<file path="src/rtl/reduct_gather.sv">
// Serial-to-parallel packer feeding the reduct tree: gathers up to IN words into a
// padded bundle. Optional out_mask port enabled by defining REDUCT_GATHER_MASK_EN.
module reduct_gather #(
  parameter string OPE  = "or",
  parameter int    IN   = 4,
  parameter int    DATA = 16,
  localparam int   CNTW = $clog2(IN + 1)
) (
  input  logic                     clk,
  input  logic                     reset_,
  input  logic                     in_valid,
  output logic                     in_ready,
  input  logic [DATA-1:0]          in_data,
  input  logic                     in_last,
  input  logic                     flush,
  output logic                     out_valid,
  input  logic                     out_ready,
  output logic [IN-1:0][DATA-1:0]  out_data,
`ifdef REDUCT_GATHER_MASK_EN
  output logic [IN-1:0]            out_mask,
`endif
  output logic [CNTW-1:0]          out_cnt
);

  // Identity element of the downstream reduction, so padding never changes the result.
  localparam logic [DATA-1:0] PAD = (OPE == "and") ? {DATA{1'b1}} : {DATA{1'b0}};

  typedef enum logic {FILL, FULL} state_t;

  state_t                    state, next_state;
  logic [IN-1:0][DATA-1:0]   slots, merged_slots;
  logic [CNTW-1:0]           fill, merged_cnt;
  logic [IN-1:0]             merged_mask;
  logic                      accept, close_now, load_out, drop_valid;

  assign in_ready = (state == FILL) || out_ready;
  assign accept   = in_valid && in_ready;

  // The working buffer is always padded and fill is zero while FULL, so a word
  // accepted during the hand-off naturally lands in slot 0.
  always_comb begin
    merged_cnt = fill + {{(CNTW-1){1'b0}}, accept};
    for (int k = 0; k < IN; k++) begin
      merged_slots[k] = (accept && (fill == CNTW'(k))) ? in_data : slots[k];
      merged_mask[k]  = CNTW'(k) < merged_cnt;
    end
    close_now = (accept && (in_last || (merged_cnt == CNTW'(IN)) || (flush && state == FILL)))
             || (!accept && flush && (state == FILL) && (fill != '0));
  end

  always_ff @(posedge clk or negedge reset_) begin
    if (!reset_) state <= FILL;
    else         state <= next_state;
  end

  always_comb begin
    next_state = state;
    load_out   = 1'b0;
    drop_valid = 1'b0;
    case (state)
      FILL: begin
        if (close_now) begin
          next_state = FULL;
          load_out   = 1'b1;
        end
      end
      FULL: begin
        if (out_ready) begin
          if (close_now) begin
            load_out = 1'b1;
          end else begin
            next_state = FILL;
            drop_valid = 1'b1;
          end
        end
      end
      default: next_state = FILL;
    endcase
  end

  always_ff @(posedge clk or negedge reset_) begin
    if (!reset_) begin
      slots <= {IN{PAD}};
      fill  <= '0;
    end else if (load_out) begin
      slots <= {IN{PAD}};
      fill  <= '0;
    end else if (accept) begin
      slots <= merged_slots;
      fill  <= merged_cnt;
    end
  end

  always_ff @(posedge clk or negedge reset_) begin
    if (!reset_) begin
      out_valid <= 1'b0;
      out_data  <= {IN{PAD}};
      out_cnt   <= '0;
`ifdef REDUCT_GATHER_MASK_EN
      out_mask  <= '0;
`endif
    end else if (load_out) begin
      out_valid <= 1'b1;
      out_data  <= merged_slots;
      out_cnt   <= merged_cnt;
`ifdef REDUCT_GATHER_MASK_EN
      out_mask  <= merged_mask;
`endif
    end else if (drop_valid) begin
      out_valid <= 1'b0;
    end
  end

`ifndef REDUCT_GATHER_MASK_EN
  logic unused_mask;
  assign unused_mask = ^merged_mask;
`endif

endmodule
</file>
<file path="config.mk">
export PLATFORM = sky130hd
export DESIGN_NAME = reduct_gather
export DESIGN_NICKNAME = d
export VERILOG_FILES = /design/src/rtl/reduct_gather.sv
export SDC_FILE = /design/constraint.sdc
export NUM_CORES = 1
export LEC_CHECK = 0
export CORE_ASPECT_RATIO = 0.8
export CORE_MARGIN = 1
export CORE_UTILIZATION = 55
export DETAILED_ROUTE_END_ITERATION = 16
export DONT_BUFFER_PORTS = 1
export PLACE_DENSITY = 0.74
export SLEW_MARGIN = 25
export SYNTH_ARGS = -nofsm -noshare
export SYNTH_HDL_FRONTEND = slang
export SYNTH_SLANG_ARGS = --single-unit
</file>
<file path="constraint.sdc">
create_clock -name clk -period 3.5 [get_ports clk]
set_clock_uncertainty 0.2 [all_clocks]
set_input_delay 0.175 -clock clk [delete_from_list [all_inputs] [get_ports clk]]
set_output_delay 0.175 -clock clk [all_outputs]
set_load 0.01 [all_outputs]
</file>
---- Word-level counts from Yosys, hierarchy flattened ----
Cells that the tools add are included.
word-level totals
  input bits .............................. 22
  logic and storage cells ................. 55
  register bits ........................... 136
cells by class
  equality and inequality tests ........... 4
  muxes and demuxes ....................... 18
  reductions and logical operators ........ 19
  bitwise operators ....................... 1
  add/sub/neg operators ................... 1
operators with widths
  operator            count
  $mux 64             2
  $mux 16             4
  $logic_and 1x1->1   10
  $mux 1              8
  $eq 3x2->1 const B  2
  $mux 3              2
  $logic_or 1x1->1    4
  $pmux 1 s2          2
  $reduce_bool 2->1   2
  $add 3x1->3         1
  $eq 3x1->1 const B  1
  $eq 3x3->1 const B  1
  $logic_not 3->1     1
  $reduce_bool 3->1   1
  $logic_not 1->1     1
  $not 1->1           1

---- Logic depth before layout (Yosys ltp) ----
Gate-level depths: netlist of run 1.
  depth in word-level cells ............... 14
  gate-level depth with buffers ........... 13

---- Worst setup path before layout of run 1 ----
OpenSTA, ideal clock, no wires.
  path type ............................... register -> register
  from .................................... reg state
  to ...................................... reg out_cnt[0]
  period minus slack after synthesis ...... 2550 ps
  cell stages (with the launch flop) ...... 13
  buffers on the path ..................... 2
  data arrival time ....................... 2223 ps
  slack ................................... 950 ps
  data required time ...................... 3172 ps
  cell sequence ........................... dfrtp_1 -> nor2b_4 -> inv_2 -> nand2_1 -> inv_1 -> ha_1 -> ha_1 -> nor2_1 -> nand4_1 -> nand3_1 -> buf_2 -> buf_2 -> mux2_1
on the way
  word-level cells in the longest chain between the ends .. 12
RTL lines
  what                             line    RTL
  start: declaration               30      state_t state, next_state;
  start signal: assignment         53      else state <= next_state;
  $not 1->1 *                      --
  $logic_or 1x1->1 *               36      assign in_ready = (state == FILL) || out_ready;
  via in_ready                     12      output logic in_ready,
  $logic_and 1x1->1 *              37      assign accept = in_valid && in_ready;
  $add 3x1->3 *                    42      merged_cnt = fill + {{(CNTW-1){1'b0}}, accept};
  via merged_cnt[1]                32      logic [CNTW-1:0] fill, merged_cnt;
  $eq 3x3->1 *                     47      close_now = (accept && (in_last || (merged_cnt == CNTW'(IN)) || (flush && state == FILL)))
  $logic_or 1x1->1 * (2 in a row)  47
  $logic_and 1x1->1 *              47
  $logic_or 1x1->1 *               48      || (!accept && flush && (state == FILL) && (fill != '0));
  $mux 1 *                         62, 69
  $mux 1                           68      if (out_ready) begin
  $pmux 1 s2 *                     60      case (state)
  end signal: assignment           105     out_cnt <= merged_cnt;
  end: declaration                 22      output logic [CNTW-1:0] out_cnt
The timed path passes the listed nets; every way through them passes the cells marked *.
A chain may end at the register's enable or synchronous reset.

---- Final worst setup path of run 1 ----
  from .................................... reg state
  to ...................................... reg fill[0]
on the way
  word-level cells in the longest chain between the ends .. 13
RTL lines
  what                                                line    RTL
  $not 1->1 *                                         --
  $logic_or 1x1->1 *                                  36
  via in_ready                                        12
  $logic_and 1x1->1 *                                 37
  $add 3x1->3                                         42
  $eq 3x3->1                                          47
  $logic_or 1x1->1 (2 in a row)                       47
  $logic_and 1x1->1                                   47
  $logic_or 1x1->1                                    48
  $mux 1                                              62, 69
  $mux 1                                              68
  $pmux 1 s2                                          60
  $mux 3 / $reduce_bool 2->1 (equally long branches)  --
  end signal: assignment                              90      fill <= merged_cnt;
  end: declaration                                    32
The timed path passes the listed nets; every way through them passes the cells marked *. The select of a mux whose other input is x is not followed.

==> impl_metrics.ini, run 1 <==
[run_status]
status = finished with violations
violations = negative hold slack

[logic_synthesis]
yosys.cell_types.count = 26
synth.cell_area_mm2 = 0.00559
mappedNetlistNets = 476
synth-warning-count = 0
synth.ff_latch_count = 136
number_of_instances_in_the_synthesized_netlist = 452
avgSynthCellArea_um2 = 12.4
yosysSeqAreaShare_pct = 60.9

[route]
drtAntennaViolNets = 0
drc = 0
wl_per_cell_um = 17.9
totalWireLength_um = 11200
drt-initial-drc-count = 207
route.vias.total = 3227
vias_per_cell = 5.15
firstDrtPassIters = 4

[timing]
endpoints_failing_hold = 136
tightest_slew_ps = 905
setup-violations-final = 0
slew_viol_final = 0
minimum_period_implied_by_the_final_worst_setup_slack_ps = 3240
rsz0062_at_grt = false
final_worst_setup_slack_ps = 257
fin_hold_ws_ps = -737
finalSetupTns_ps = 0
max_freq_mhz = 308
finalCritPeriodShare_pct = 92.7
slew_headroom_pct = 38.7

[power_and_ir_drop]
vdd_ir_drop_max_uv = 365
power_density_normalized_to_cell_area_mw_per_mm2 = 706
total_power_mw = 4.63
leakage_nw = 3.28

[clock_tree]
root_buffer = sky130_fd_sc_hd__clkbuf_16
numCtsBuffers = 17
hold_buffers = 22
cts_num_sinks = 136
clk_transition_reported_paths_ps = 60
cts_tree = done
htreeDepth = 4
max_buffers_root_to_sink = 2
clock_insertion_delay_worst_skew_ps = 410

[floorplanning]
die_area_mm2 = 0.0106
num_rows = 32
initial_core_util_pct = 57.2
die_height_um = 92.2
num_io_pins = 91
die_x_um = 115
core_mm2 = 0.00977

[hold_path]
timing.hold.worst.class = in -> async

[setup_path]
critPathCaptureType = flip-flop
cp_max_fo = 18
timing.setup.critical_path_class = reg -> reg
crit_path_start_kind = flip-flop
crit_arrival_ps = 3340
worstPathRequired_ps = 3590

[finish]
areaGrowthSynthToFinish_pct = 17.3
post_route_cells_drive_above_1_share_pct = 9.78
layout_common_cells = sky130_fd_sc_hd__dfrtp_1 (136), sky130_fd_sc_hd__mux2i_1 (128), sky130_fd_sc_hd__nor2_1 (68)
layout_commonest_cell = sky130_fd_sc_hd__dfrtp_1
finalCoreUtilization_pct = 67.1
antenna_cells = 0
fin_nets = 503

[job]
maxCapViolations = 0

[place]
dp_hpwl_um = 6710
place_worst_setup_slack_ps = 487
place_congestion = 0.834
io_buffer_count = 0

[grt]
grt_start_max_net_pins = 137
grt_first_pass_wirelength_um = 17800
initial_antenna_violation_count = 1
first_global_vias = 3405
gr-total-overflow = 0
gr-usage-all-layers_pct = 22.9
[cell families (layout without fill, tap and decap cells)]
kind of cell	after synthesis	after routing	share of synthesized area (%)
buf+inv	90	128	7.28
simple gates	86	87	6.90
mux	131	131	23.5
compound gates	5	5	0.627
fa+ha+maj	2	2	0.448
flops	136	136	60.9
xor+xnor	2	2	0.314
[sequential cells by signal, indices dropped and copies added (netlist names)]
register   count
out_data      64
state          1
fill           3
slots         64
out_cnt        3
out_valid      1
[worst max-delay path: stages, from the launching register on]
cell and delay [ps]:
sky130_fd_sc_hd__dfrtp_1 410, sky130_fd_sc_hd__nor2b_4 260, sky130_fd_sc_hd__inv_2 110, sky130_fd_sc_hd__nand2_1 120
sky130_fd_sc_hd__inv_1 60, sky130_fd_sc_hd__ha_1 180, sky130_fd_sc_hd__ha_1 200, sky130_fd_sc_hd__xor2_1 230
sky130_fd_sc_hd__nand4_1 320, sky130_fd_sc_hd__nand3_4 390, sky130_fd_sc_hd__a21oi_1 80, sky130_fd_sc_hd__dlygate4sd3_1 560
[what timing repair did]
item,in CTS,in global routing
hold endpoints to repair,269,136
endpoints found under the setup margin,0,1
gates resized for setup,0,0
setup buffers,0,0
[path summary, 6_finish.rpt]
kind,from,slack (ps),endpoint,cells past startpoint
worst max-delay path,state,260,fill[0],11
worst min-delay path,reset_,-740,out_data[63],0
worst min register to register,slots[43],310,slots[43],2
max in group asynchronous,reset_,3630,slots[22],0
min in group clk,flush,80,state,3
worst max register to register,state,260,fill[0],11
[stage by stage]
stage	area (µm²)	cells
after global routing	6550	627
after detailed placement	5720	573
final	6550	627
after CTS	6540	626
after floorplan	5590	452
after global placement	5720	573
[power breakdown]
part,internal (mW),switching [mW]
registers,1.86,0.263
clock network,1.15,0.650
logic,0.308,0.394
[per-layer routing]
| layer | up-vias | wire length, µm | track usage (%) |
|---|---|---|---|
| met5 | - | 10 | 0 |
| li1 | 1512 | - | - |
| met2 | 93 | 5000 | 33.9 |
| met3 | 19 | 726 | 7.20 |
| met4 | 2 | 166 | 8.66 |
| met1 | 1601 | 5300 | 31.5 |
[synth_stat cells]
cell	number	area, µm²
sky130_fd_sc_hd__a21oi_1	2	10.0
sky130_fd_sc_hd__buf_4	3	22.5
sky130_fd_sc_hd__ha_1	2	25.0
sky130_fd_sc_hd__inv_2	1	3.75
sky130_fd_sc_hd__nand3_1	5	25.0
sky130_fd_sc_hd__o311ai_1	1	8.76
sky130_fd_sc_hd__nor3_4	1	16.3
sky130_fd_sc_hd__or4_1	1	7.51
sky130_fd_sc_hd__buf_2	15	75.1
sky130_fd_sc_hd__nand2b_4	1	13.8
sky130_fd_sc_hd__inv_1	66	248
sky130_fd_sc_hd__buf_12	1	20.0
sky130_fd_sc_hd__a21o_1	1	7.51
sky130_fd_sc_hd__buf_6	3	33.8
sky130_fd_sc_hd__nor2b_4	1	13.8
sky130_fd_sc_hd__mux2_1	3	33.8
sky130_fd_sc_hd__or4b_4	1	13.8
sky130_fd_sc_hd__nor4b_1	1	8.76
sky130_fd_sc_hd__xor2_1	2	17.5
sky130_fd_sc_hd__o31a_1	1	8.76
sky130_fd_sc_hd__dfrtp_1	136	3400
sky130_fd_sc_hd__mux2i_1	128	1280
sky130_fd_sc_hd__nand2_1	5	18.8
sky130_fd_sc_hd__nand4_1	2	12.5
sky130_fd_sc_hd__nor2_1	68	255
sky130_fd_sc_hd__clkbuf_1	1	3.75
[final cells by class]
type                       count  area, µm²
fill                         731       3220
timing repair buffer          30        318
multi-input combinational    227       1810
sequential                   136       3400
inverter                      67        251
tap                          136        170
clock buffer                  19        453
clock inverter                12        150
Note: power is estimated with default switching activity, not from simulation.
==> run 2, diff against run 1 <==
Settings changed: ABC_AREA from default to 1, CORE_UTILIZATION 55 to 23, PLACE_DENSITY 0.74 to 0.4.
==> run 2 against run 1 <==
Against the previous run:
- the run still ends with negative hold slack left
- flip-flop and latch count stayed put
- sequential power up 7%
- critical path depth rose by 1
- worst setup slack improved by 650 ps
- core utilization down 39 points
- synthesized cell count rose by 67%
- die area grew to 2.5 times the previous value
- combinational power grew 41%
- area after synthesis rose by 6.5%
- critical path type is now in -> reg
- critical endpoint is now out_data[57]
==> impl_metrics.ini, run 2 <==
[place]
place_congestion = 0.742
dp_hpwl_um = 10600
io_buffer_count = 0

[finish]
areaGrowthSynthToFinish_pct = 17.9
fin_nets = 783
reg_top3 = out_data: 64 flops, slots: 64 flops
layout_commonest_cell = sky130_fd_sc_hd__nand2_1
n_fill_cell = 2758
post_route_cells_drive_above_1_share_pct = 6.23
layout_common_cells = sky130_fd_sc_hd__nand2_1 (311), sky130_fd_sc_hd__dfrtp_1 (136), sky130_fd_sc_hd__nand3_1 (103)

[setup_path]
worst-r2r-setup-slack_ps = 940
rr_startpoint = state
endpoint = out_data[57]
timing.critical_path.from = out_ready
cp_max_fo = 50
worstPathRequired_ps = 3660
endpoint_of_the_lowest_slack_register_to_register_path = out_data[57]
timing.reg2reg.worst_path_depth = 10
critPathCaptureType = flip-flop
crit_arrival_ps = 2750
crit_path_start_kind = input port
timing.setup.critical_path_class = in -> reg

[clock_tree]
numCtsBuffers = 17
clock_insertion_delay_worst_skew_ps = 420
hold_buffers = 17
htreeDepth = 4
root_buffer = sky130_fd_sc_hd__clkbuf_16
clk_transition_reported_paths_ps = 60
max_buffers_root_to_sink = 2
cells_resized_by_post_cts_repair = 0
cts_tree = done
cts_num_sinks = 136

[power_and_ir_drop]
combinationalPowerShare_pct = 19.7
leakage_nw = 3.78
power_density_normalized_to_cell_area_mw_per_mm2 = 716
internal_cell_power_mw = 3.32
seq_power_share_pct = 45.2
power_switching_share_pct = 34.0
p_switching_mw = 1.71
vdd_ir_drop_max_uv = 327
power.share.clock_pct = 35.1

[timing]
tightest_slew_ps = 811
fin_hold_ws_ps = -749
setup-violations-final = 0
minimum_period_implied_by_the_final_worst_setup_slack_ps = 2590
rsz0062_at_grt = false
max_freq_mhz = 386
endpoints_failing_hold = 136
finalCritPeriodShare_pct = 74.0
finalSetupTns_ps = 0
slew_viol_final = 0
slew_headroom_pct = 45.9

[run_status]
violations = negative hold slack
status = finished with violations

[floorplanning]
core_mm2 = 0.0254
num_rows = 52
die_height_um = 146
initial_core_util_pct = 23.5
die_area_mm2 = 0.0265
num_io_pins = 91
die_x_um = 182

[logic_synthesis]
synth_top_flop_cell = sky130_fd_sc_hd__dfrtp_1
synth.most_common_cell = sky130_fd_sc_hd__nand2_1
synth.ff_latch_count = 136
yosysSeqAreaShare_pct = 57.2
synthArstFlopShare_pct = 100
synth.cell_area_mm2 = 0.00595
yosys.cell_types.count = 17
synth.area.top_cells = sky130_fd_sc_hd__dfrtp_1 (57%), sky130_fd_sc_hd__nand2_1 (20%), sky130_fd_sc_hd__nand3_1 (8.7%), sky130_fd_sc_hd__inv_1 (4.9%), sky130_fd_sc_hd__nor2_1 (4.5%)
synth-warning-count = 0
number_of_instances_in_the_synthesized_netlist = 754
avgSynthCellArea_um2 = 7.89
synth_largest_type_area_fraction_pct = 57.2
mappedNetlistNets = 778
synth_edf_count = 0
netlist.top_cell.by_area = sky130_fd_sc_hd__dfrtp_1
leading_post_synthesis_cells_by_instance_count = sky130_fd_sc_hd__nand2_1 (313), sky130_fd_sc_hd__dfrtp_1 (136), sky130_fd_sc_hd__nand3_1 (103), sky130_fd_sc_hd__inv_1 (77), sky130_fd_sc_hd__nor2_1 (72)

[grt]
first_global_vias = 4549
grt_start_max_net_pins = 137
grt_first_pass_wirelength_um = 27300
initial_antenna_violation_count = 2
gr-total-overflow = 0
gr-usage-all-layers_pct = 13.7

[route]
drt-initial-drc-count = 289
vias_per_cell = 4.22
totalWireLength_um = 17400
wl_per_cell_um = 15.9
firstDrtPassIters = 5
drc = 0
drtAntennaViolNets = 0
route.vias.total = 4631

[job]
maxCapViolations = 0

[hold_path]
timing.hold.worst.class = in -> async
==> run 2: power by group through the flow <==
stage               combinational (mW)  sequential, mW  clock, mW
global placement                 0.957            2.31          0
detailed placement               0.964            2.31          0
global route                      1.16            2.32       1.88
floorplan                        0.758            2.22          0
finish                           0.992            2.27       1.76
CTS                               1.01            2.28       1.82
==> run 2: worst min-delay path by stage <==
| stage | end | cells past startpoint | startpoint | slack, ps |
|---|---|---|---|---|
| finish | out_data[55] | 0 | reset_ | -750 |
| global placement | out_data[49] | 0 | reset_ | -320 |
| CTS | out_data[49] | 0 | reset_ | -770 |
| detailed placement | out_data[49] | 0 | reset_ | -320 |
| global route | out_data[49] | 0 | reset_ | -780 |
| floorplan | fill[0] | 0 | reset_ | -320 |
==> run 2: worst max-delay path, cell delays in order <==
cell and delay [ps]:
sky130_fd_sc_hd__dlygate4sd3_1 540, sky130_fd_sc_hd__inv_1 130, sky130_fd_sc_hd__a21oi_4 70, sky130_fd_sc_hd__ha_1 190, sky130_fd_sc_hd__ha_1 320, sky130_fd_sc_hd__nor2_1 70
sky130_fd_sc_hd__nand3_1 80, sky130_fd_sc_hd__nand2_1 60, sky130_fd_sc_hd__nand2_2 260, sky130_fd_sc_hd__buf_4 520, sky130_fd_sc_hd__nand3_1 150, sky130_fd_sc_hd__nand2_1 100
==> run 2: area by class of cell <==
type | count | area (µm²) | share of cell area, %
clock inverters | 12 | 129 | 1.84
clock buffers | 19 | 443 | 6.31
diodes | 2 | 5.00 | 0.0713
flip-flops and latches | 136 | 3400 | 48.5
well taps | 324 | 405 | 5.78
multi-input cells | 500 | 2080 | 29.6
inverters | 78 | 293 | 4.17
repair buffers | 26 | 263 | 3.74
==> run 2: logic make-up (layout without fill, tap and decap cells) <==
family | count (synthesis) | after routing | synth area share, %
AO/OA/AOI/OAI | 5 | 5 | 0.610
adder cells (fa/ha/maj) | 2 | 2 | 0.420
buffers and inverters | 118 | 135 | 8.14
flip-flops | 136 | 136 | 57.2
other | 0 | 2 | 0
AND/OR/NAND/NOR | 493 | 493 | 33.7
==> run 2: per-stage QoR <==
| stage | cell area [µm²] | power (mW) | utilization (%) | worst slack, ps | instances |
|---|---|---|---|---|---|
| finish | 7020 | 5.02 | 27.7 | 911 | 1097 |
| global route | 7010 | 5.35 | 27.6 | 675 | 1095 |
| CTS | 7010 | 5.11 | 27.6 | 913 | 1095 |
| detailed placement | 6270 | 3.27 | 24.7 | 929 | 1047 |
| global placement | 6270 | 3.27 | 24.7 | 988 | 1047 |
| floorplan | 5950 | 2.98 | - | 1020 | 754 |
==> run 2: routing by layer <==
layer  track usage (%)  part of all wire [%]  up-vias
li1                  -                     -     2309
met1              19.1                    50     2194
met3              4.10                   5.8       17
met5                 0                     0        -
met4              4.92                   1.2        0
met2              20.0                    43      111
==> run 2: repair_timing <==
action | 4_1_cts | 5_1_grt
setup buffers | 0 | 0
endpoints found under the hold margin | 266 | 136
endpoints found under the setup margin | 0 | 0
